`src/rtl/mem_bus_arbiter.sv`:
```
// Shares one single-beat memory port between an instruction fetch bus and a data bus.
// Dbus has priority, but ibus wins once it has waited through STARVE_LIMIT back-to-back dbus grants.
module mem_bus_arbiter #(
  parameter int STARVE_LIMIT = 4
) (
  input  logic        clk,
  input  logic        reset,
  input  logic        i_valid,
  input  logic [63:0] i_addr,
  output logic        i_data_ok,
  output logic [31:0] i_data,
  input  logic        d_valid,
  input  logic [63:0] d_addr,
  input  logic [2:0]  d_size,
  input  logic [7:0]  d_strobe,
  input  logic [63:0] d_wdata,
  output logic        d_data_ok,
  output logic [63:0] d_rdata,
  output logic        m_valid,
  output logic [63:0] m_addr,
  output logic [2:0]  m_size,
  output logic [7:0]  m_strobe,
  output logic [63:0] m_wdata,
  input  logic        m_okay,
  input  logic [63:0] m_rdata
);
  localparam int CW = (STARVE_LIMIT < 1) ? 1 : $clog2(STARVE_LIMIT + 1);

  typedef enum logic [1:0] {IDLE, BUSY_I, BUSY_D} state_t;

  state_t        state;
  logic [CW-1:0] starve_cnt;
  logic [63:0]   lat_addr;
  logic [2:0]    lat_size;
  logic [7:0]    lat_strobe;
  logic [63:0]   lat_wdata;
  logic          seen;
  logic          starved;

  assign starved = (starve_cnt == CW'(STARVE_LIMIT));

  always_ff @(posedge clk) begin
    if (reset) begin
      state      <= IDLE;
      starve_cnt <= '0;
      lat_addr   <= '0;
      lat_size   <= '0;
      lat_strobe <= '0;
      lat_wdata  <= '0;
      seen       <= 1'b0;
    end else begin
      case (state)
        IDLE: begin
          if (d_valid && !(i_valid && starved)) begin
            state      <= BUSY_D;
            lat_addr   <= d_addr;
            lat_size   <= d_size;
            lat_strobe <= d_strobe;
            lat_wdata  <= d_wdata;
            seen       <= 1'b1;
            if (i_valid && !starved) starve_cnt <= starve_cnt + 1'b1;
          end else if (i_valid) begin
            state      <= BUSY_I;
            lat_addr   <= i_addr;
            lat_size   <= 3'd2;
            lat_strobe <= 8'h00;
            lat_wdata  <= '0;
            seen       <= 1'b1;
            starve_cnt <= '0;
          end
        end
        BUSY_I, BUSY_D: if (m_okay) state <= IDLE;
        default: state <= IDLE;
      endcase
    end
  end

  assign m_valid   = (state == BUSY_I) || (state == BUSY_D);
  assign m_addr    = lat_addr;
  assign m_size    = lat_size;
  assign m_strobe  = lat_strobe;
  assign m_wdata   = lat_wdata;
  assign i_data_ok = (state == BUSY_I) && m_okay;
  assign d_data_ok = (state == BUSY_D) && m_okay;

  // Read data is held at zero until something has actually been granted.
  assign i_data  = !seen ? 32'h0 : (lat_addr[2] ? m_rdata[63:32] : m_rdata[31:0]);
  assign d_rdata = seen ? m_rdata : 64'h0;
endmodule
```
`config.mk`:
```
export PLATFORM = sky130hd
export DESIGN_NAME = mem_bus_arbiter
export DESIGN_NICKNAME = d
export VERILOG_FILES = /design/src/rtl/mem_bus_arbiter.sv
export SDC_FILE = /design/constraint.sdc
export NUM_CORES = 1
export LEC_CHECK = 0
export BUFFER_PORTS_ARGS = -buffer_cell sky130_fd_sc_hd__buf_2
export CAP_MARGIN = 10
export CORE_AREA = 8 8 193 195
export DETAILED_ROUTE_END_ITERATION = 6
export DIE_AREA = 0 0 201 203
export PLACE_DENSITY = 0.52
export SETUP_SLACK_MARGIN = 0.05
export SLEW_MARGIN = 30
export SYNTH_ARGS = -nofsm -noshare
export SYNTH_HDL_FRONTEND = slang
export SYNTH_SLANG_ARGS = --single-unit
```
`constraint.sdc`:
```
create_clock -name clk -period 2.3 [get_ports clk]
set_clock_uncertainty 0.15 [all_clocks]
set_input_delay 0.46 -clock clk [delete_from_list [all_inputs] [get_ports clk]]
set_output_delay 0.46 -clock clk [all_outputs]
set_load 0.05 [all_outputs]
```
Yosys cells after proc, flatten, opt, wreduce, memory -nomap -nowiden
Index checks and enable logic that the tools add are counted.
Storage, ports and cells
  logic and storage cells: 48
  output and inout bits: 238
  register bits after elaboration: 145
Cells by class
  add/subtract/negate cells: 1
  equality and inequality tests: 6
  reductions and logical operators: 14
  muxes and demuxes: 20
Operator list (number)
  two-way mux 64 bit: 5
  two-way mux 32 bit: 2
  two-way mux 8 bit: 2
  two-way mux 3 bit: 5
  two-way mux 2 bit: 3
  logical AND 1 bit: 5
  one-hot mux 2 bit (2 select lines): 1
  AND reduction 2 bit: 2
  adder 3 x 1 -> 3 bit, second input constant: 1
  == test 3 bit, second input constant: 1
  inequality test 3 bit, second input constant: 1
  AND reduction 3 bit: 1
  == test 2 x 1 -> 1 bit, second input constant: 1
  == test 2 bit, second input constant: 1
  zero test 1 bit: 2
  zero test 2 bit: 1
  two-way mux 1 bit: 2
  inequality test 2 x 1 -> 1 bit, second input constant: 1
  inequality test 2 bit, second input constant: 1
  nonzero test 2 bit: 1
  OR reduction 2 bit: 1
  logical OR 1 bit: 1

Depth between registers and ports, before layout
Gate-level depths: netlist of run 1.
  depth in word-level cells: 6
  depth in mapped cells: 8
  depth with buffers taken out: 5

Worst setup path before layout of run 1
Ideal clock, no wire load.
  path kind: reg2out
  start point: register lat_addr[2] (netlist: m_addr[2])
  end point: output port i_data[10]
  arrival time: 1.889 ns
  stages on the path, launching flop included: 5
  required time: 1.690 ns
  setup slack: -0.199 ns
  path through: dfxtp_1 > buf_2 > buf_2 > mux2i_1 > nor2_1
Between the ends
  cells in the longest elaborated chain, start to end: 2
RTL lines
  start: declaration: RTL line 33  | logic [63:0] lat_addr;
  start signal: assignment: RTL line 56  | lat_addr <= d_addr;
  start signal: assignment: RTL line 64  | lat_addr <= i_addr;
  two-way mux 32 bit (2 in a row): RTL line 87  | assign i_data = !seen ? 32'h0 : (lat_addr[2] ? m_rdata[63:32] : m_rdata[31:0]);
  end: declaration: RTL line 11  | output logic [31:0] i_data,
Every way passes these cells.

Final worst setup path of run 1
  start point: register seen
  end point: output port i_data[0]
Between the ends
  cells in the longest elaborated chain, start to end: 1
RTL lines
  start: declaration: RTL line 37  | logic seen;
  start signal: assignment: RTL line 50  | seen <= 1'b0;
  start signal: assignment: RTL line 60  | seen <= 1'b1;
  start signal: assignment: RTL line 68  | seen <= 1'b1;
  two-way mux 32 bit: RTL line 87
Every way passes these cells.

==> results of run 1 <==
## power groups by stage
stage	logic [mW]	registers, mW	clock network (mW)
after floorplan	1.37	3.51	0
after global placement	2.85	2.86	0
after detailed placement	2.85	2.87	0
after CTS	2.92	2.82	2.87
after global routing	3.15	2.84	2.95
final	2.99	2.82	2.75
## stage by stage
step,area [µm²],setup TNS [ps],cells,hold WS (ps),setup WS [ps]
2_1_floorplan,6869,0,743,320.4,78.64
3_3_place_gp,9794,0,1636,311.5,414.6
3_5_place_dp,9794,0,1636,318.0,351.5
4_1_cts,10530,0,1671,72.57,44.54
5_1_grt,10840,-7.682,1680,72.06,-7.682
6_report,10840,0,1682,102.6,81.36
## cell families (layout without fill, tap and decap cells)
logic type	after synthesis	after routing	synth area share, %
xor+xnor	2	2	0.2634
compound gates	211	211	23.83
fa+ha+maj	5	5	0.9406
mux	33	33	4.966
buf+inv	97	572	8.183
other cells	0	9	0
simple gates	250	250	18.17
flops	145	145	43.64
## registers in the layout, indices dropped and copies added, names as in the netlist
name and cells:
m_addr 64, m_size 3, m_strobe 8, m_wdata 64
seen 1, starve_cnt 3, state 2
## path summary, 6_finish.rpt
| path | start | end | slack [ps] | depth (start not counted) |
|---|---|---|---|---|
| hold reg to reg | m_strobe[0] | m_strobe[0] | 330 | 2 |
| setup reg to reg | state[0] | m_addr[6] | 450 | 6 |
| setup / recovery | seen | i_data[0] | 80 | 4 |
| hold / removal | d_size[1] | m_size[1] | 100 | 2 |
## layer usage
metal	global-route usage (%)	vias up	wire (µm)
met5	0	-	34
met4	6.202	6	1168
met3	6.344	69	2928
met2	30.62	411	19250
met1	17.26	3758	13130
li1	-	3702	-
## layout by cell type (no fill, tap or decap), drive strengths merged
cell type,instances
nand2b,1
buf,532
nand3,68
a32oi,138
o21a,1
diode,9
nor2,106
a21oi,68
bufinv,1
and2,69
nand2,1
xor2,1
nor3,3
dfxtp,145
clkinvlp,5
a21bo,1
nor3b,1
mux2i,33
o21ai,3
nor2b,1
ha,5
inv,13
clkbuf,19
xnor2,1
clkinv,2
## area by class of cell
class,count,area share [%]
diodes,9,0.2078
clock buffers,17,3.924
clock inverters,15,1.374
inverters,6,0.2078
multi-input cells,501,34.23
flip-flops and latches,145,26.81
well taps,455,5.252
repair buffers,534,27.99
## repair_timing
action	in CTS	in global routing
cloned	1	2
gates resized for setup	28	65
buffers inserted	2	0
endpoints found under the setup margin	91	84
==> results.sh, run 1 <==
export IMPL_crit_slowest_cell="dfxtp_1"
export IMPL_grt_util_all_layers_pct=16.78
export IMPL_worstPathRequired_ps=1690
export IMPL_worst_path_buf_inv=3
export IMPL_place_detailed_hpwl_mm=27.71
export IMPL_p_leak_nw=4.896
export IMPL_layout_nets=1482
export IMPL_crit_type="flop to output pin"
export IMPL_drt_iter0_markers=389
export IMPL_cts_tree="done"
export IMPL_grt_pass1_vias=8061
export IMPL_total_power_mw=8.564
export IMPL_syn2layout_area_growth_pct=62.98
export IMPL_synthTopCellsByArea="dfxtp_1, a32oi_1, and2_1, nor2_1, a21oi_1"
export IMPL_synth_most_common_cell="dfxtp_1"
export IMPL_synth_seq_cells=145
export IMPL_p_switching_mw=3.446
export IMPL_netlist_area_um2=6651
export IMPL_drtPass1Iterations=5
export IMPL_antenna_found_initial=22
export IMPL_min_period_ps=2219
export IMPL_power_density_nw_per_um2=790.0
export IMPL_synth_top_area_share_pct=43.64
export IMPL_htreeDepth=4
export IMPL_hold_violations=0
export IMPL_cp_top_family="buffers and inverters"
export IMPL_grt_pass1_wl_mm=52.44
export IMPL_cp_max_fo=11
export IMPL_path_cells="inv_2 -> buf_4 -> nor2_1 -> buf_2"
export IMPL_cts_hold_buf=0
export IMPL_crit_arrival_ps=1610
export IMPL_share_seq_of_total_power_pct=32.9
export IMPL_ys_types=24
export IMPL_clockBufferDepth=2
export IMPL_drv_slew=0
export IMPL_outcome="finished clean"
export IMPL_clkTransAtPathRegs_ps=70
export IMPL_routedWlPerCell_um=21.71
export IMPL_syn_avg_cell_area_um2=8.952
export IMPL_rows=68
export IMPL_grt_setup_unrepaired="yes"
export IMPL_peakVddDrop_uv=590.7
export IMPL_cp_slowest_stage_delay_ps=390
export IMPL_num_vias=7946
export IMPL_fin_crit_sh_pct=96.46
export IMPL_cp_start_kind="flop"
export IMPL_portBuffers=509
export IMPL_synth_area_leader_cell="dfxtp_1"
export IMPL_gp_congestion=0.8754
export IMPL_cts_sinks=145
export IMPL_yosysWarnings=0
export IMPL_max_slew_margin_pct=69.60
export IMPL_clkPwrFrac_pct=32.1
export IMPL_p_comb_share_pct=34.9
export IMPL_hold_class="input pin to flop"
export IMPL_ys_seq_area_share_pct=43.64
export IMPL_die_area_um2=40800
export IMPL_syn_num_nets=1020
export IMPL_worst_skew_pair_late_latency_ps=430
export IMPL_io_pins=510
export IMPL_cts_made_buffers=17
export IMPL_vias_per_cell=4.724
export IMPL_drive_above_1_share_pct=51.40
export IMPL_cts_root_buf="clkbuf_16"
export IMPL_fp_dieH_um=203
export IMPL_syn_inst=743
export IMPL_regArea_um2=2907
export IMPL_swShare_pct=40.24
export IMPL_final_core_util_pct=31.77
export IMPL_drcViolationCount=0
export IMPL_setup_viol_count_final=0
export IMPL_grt_start_max_net_pins=72
export IMPL_die_w_um=201
export IMPL_nFillCells=3639
export IMPL_worst_pin_slew_ps=456.0
export IMPL_internal_power_mw=5.118
export IMPL_synth_edf_count=0
export IMPL_max_freq_mhz=450.7
export IMPL_drv_cap=0
export IMPL_ys_async_sr_fraction_pct=0
export IMPL_endpoint_kind="output pin"
export IMPL_ys_flop_type="dfxtp_1"
export IMPL_ant_nets=0
export IMPL_grt_ovfl_total=0
export IMPL_multi_input_area_um2=3711
export IMPL_fp_coreArea_um2=34120
export IMPL_wl_mm=36.52
export IMPL_start_util_pct=19.50
export IMPL_synth_common_cells="dfxtp_1, a32oi_1, nor2_1, and2_1"
(Power assumes the default switching activity.)
==> inputs of run 2 (changes only) <==
--- a/config.mk
+++ b/config.mk
@@ -5,12 +5,13 @@
 export SDC_FILE = /design/constraint.sdc
 export NUM_CORES = 1
 export LEC_CHECK = 0
+export ABC_AREA = 1
 export BUFFER_PORTS_ARGS = -buffer_cell sky130_fd_sc_hd__buf_2
 export CAP_MARGIN = 10
-export CORE_AREA = 8 8 193 195
+export CORE_AREA = 8 8 192 194
 export DETAILED_ROUTE_END_ITERATION = 6
-export DIE_AREA = 0 0 201 203
-export PLACE_DENSITY = 0.52
+export DIE_AREA = 0 0 200 202
+export PLACE_DENSITY = 0.54
 export SETUP_SLACK_MARGIN = 0.05
 export SLEW_MARGIN = 30
 export SYNTH_ARGS = -nofsm -noshare
==> run 2 against run 1 <==
Synthesized cell count is 46% higher. Critical endpoint is now i_data[3]. Power is 1.4% higher. Flip-flop and latch count stayed put. Sequential power hardly changed. Clock-buffer cell count is 2 higher. Cell count is 21% higher. Setup slack better by 30 ps.
==> results.sh, run 2 <==
export IMPL_final_cell_mix="buf_2, nand2_1, inv_1"
export IMPL_regArea_um2=2908
export IMPL_drv_slew=0
export IMPL_gp_congestion=0.8293
export IMPL_rows=68
export IMPL_wl_mm=35.92
export IMPL_ant_nets=0
export IMPL_syn_num_nets=1360
export IMPL_total_power_mw=8.683
export IMPL_ys_seq_area_share_pct=40.76
export IMPL_grt_start_max_net_pins=76
export IMPL_grt_util_all_layers_pct=16.56
export IMPL_clkTransAtPathRegs_ps=70
export IMPL_hp_start="d_wdata[14]"
export IMPL_synth_edf_count=0
export IMPL_die_area_um2=40400
export IMPL_ys_types=20
export IMPL_setup_viol_count_final=0
export IMPL_layout_commonest_cell="buf_2"
export IMPL_ys_async_sr_fraction_pct=0
export IMPL_worstPathRequired_ps=1690
export IMPL_cts_setup_buffers=0
export IMPL_ys_flop_type="dfxtp_1"
export IMPL_synthTopCellsByArea="dfxtp_1, nand2_1, nand3_1, inv_1, nand4_1"
export IMPL_clockBufferDepth=2
export IMPL_cts_hold_buf=0
export IMPL_syn_inst=1083
export IMPL_p_leak_nw=6.570
export IMPL_grt_pass1_wl_mm=51.69
export IMPL_nFillCells=3735
export IMPL_htreeDepth=4
export IMPL_min_period_ps=2189
export IMPL_drv_cap=0
export IMPL_synth_top_area_share_pct=40.76
export IMPL_cp_start_kind="flop"
export IMPL_crit_arrival_ps=1580
export IMPL_fp_coreArea_um2=33950
export IMPL_cts_made_buffers=17
export IMPL_drt_iter0_markers=435
export IMPL_hold_class="input pin to flop"
export IMPL_antenna_found_initial=16
export IMPL_r2r_cells=9
export IMPL_max_slew_margin_pct=65.57
export IMPL_whs_path_depth=3
export IMPL_rr_endpoint="m_addr[44]"
export IMPL_stdcell_count=2028
export IMPL_endpoint_kind="output pin"
export IMPL_synth_common_cells="nand2_1, inv_1, dfxtp_1, nand3_1, a21oi_1"
export IMPL_cts_root_buf="clkbuf_16"
export IMPL_hold_slack_ps=115.8
export IMPL_fp_dieH_um=202
export IMPL_portBuffers=509
export IMPL_max_freq_mhz=456.9
export IMPL_io_pins=510
export IMPL_power_density_nw_per_um2=785.3
export IMPL_netlist_area_um2=7122
export IMPL_syn_avg_cell_area_um2=6.576
export IMPL_yosysWarnings=0
export IMPL_multi_input_area_um2=3118
export IMPL_synth_most_common_cell="nand2_1"
export IMPL_worst_pin_slew_ps=516.5
export IMPL_layout_nets=1829
export IMPL_rrSetupSlack_ps=360
export IMPL_worst_skew_pair_late_latency_ps=430
export IMPL_drive_above_1_share_pct=37.19
export IMPL_fin_crit_sh_pct=95.15
export IMPL_grt_setup_unrepaired="yes"
export IMPL_drcViolationCount=0
export IMPL_drtPass1Iterations=5
export IMPL_hold_end="m_wdata[14]"
export IMPL_start_util_pct=20.98
export IMPL_crit_type="flop to output pin"
export IMPL_reg2reg_from="state[0]"
export IMPL_vias_per_cell=4.352
export IMPL_synth_area_leader_cell="dfxtp_1"
export IMPL_cts_tree="done"
export IMPL_num_vias=8826
export IMPL_placed_cell_area_um2=10180
export IMPL_dpl_cell_count=1983
export IMPL_grt_pass1_vias=8694
export IMPL_finalSetupTns_ps=0
export IMPL_grt_ovfl_total=0
export IMPL_synth_seq_cells=145
export IMPL_fin_area_um2=11060
export IMPL_routedWlPerCell_um=17.71
export IMPL_cts_sinks=145
export IMPL_outcome="finished clean"
export IMPL_hold_violations=0
export IMPL_startpoint="seen"
export IMPL_place_detailed_hpwl_mm=26.58
export IMPL_peakVddDrop_uv=685.2
export IMPL_cp_max_fo=8
export IMPL_die_w_um=200
export IMPL_syn2layout_area_growth_pct=55.25
[run 2: changes by cell type in the layout (fill, tap and decap cells not counted), moves of 32 or more]
cell     before  now
o22ai_1       0   32
inv_1         5  170
nor2_1       77    5
and2_1       67    0
nand3_1      67  129
nand2_1       1  354
nand4_1       0   64
a32oi_1     138    0
[run 2: timing repair]
item                                    CTS  global route
resized for setup                        31            24
cloned                                    1             4
pin swaps                                 0             0
endpoints found under the setup margin   34            33
[run 2: per-layer routing]
layer	up-vias	GRT usage (%)	wire, µm
li1	4376	-	-
met1	3996	18.19	13420
met2	396	28.80	18010
met3	48	6.021	3625
met4	10	5.861	791
met5	-	0	69
[run 2: how the worst max path moves through the flow]
stage	to	cells after the start
global placement	m_addr[2]	9
global route	i_data[3]	6
floorplan	i_data[11]	5
CTS	i_data[5]	6
finish	i_data[3]	6
detailed placement	m_addr[52]	9
[run 2: per-stage QoR]
stage,setup WS (ps),util (%)
floorplan,126.5,-
global placement,407.7,29.98
detailed placement,376.4,29.98
CTS,31.60,32.02
global route,20.97,32.56
finish,111.5,32.57
[run 2: cell type report]
class,instances,area share (%)
Inverter,175,5.986
Clock buffer,19,4.096
Tap cell,455,5.149
Antenna cell,8,0.1811
Multi-Input combinational cell,676,28.20
Timing Repair Buffer,537,28.87
Clock inverter,13,1.222
Sequential cell,145,26.30
[run 2: cell families (layout without fill, tap and decap cells)]
kind of cell | after synthesis | after routing | synth area share (%)
and+or+nand+nor | 558 | 558 | 34.03
AOI/OAI and AO/OA | 112 | 112 | 8.433
other | 0 | 8 | 0
DFF | 145 | 145 | 40.76
xor gates and xnor gates | 1 | 1 | 0.1230
adders and majority gates | 5 | 5 | 0.8784
buffers and inverters | 262 | 744 | 15.78
[run 2: worst max-delay path: stages (launching register included)]
cell and delay [ps]:
dfxtp_4 440, nand2_2 100, inv_6 110, clkbuf_16 170, o22ai_1 60, inv_1 100
buf_6 160
[run 2: report_power, final]
part	internal (mW)	leakage [nW]	total [mW]	switching [mW]
sequential	2.71	1.19	2.82	0.107
combinational	0.852	5.09	3.05	2.20
clock	1.65	0.289	2.81	1.16
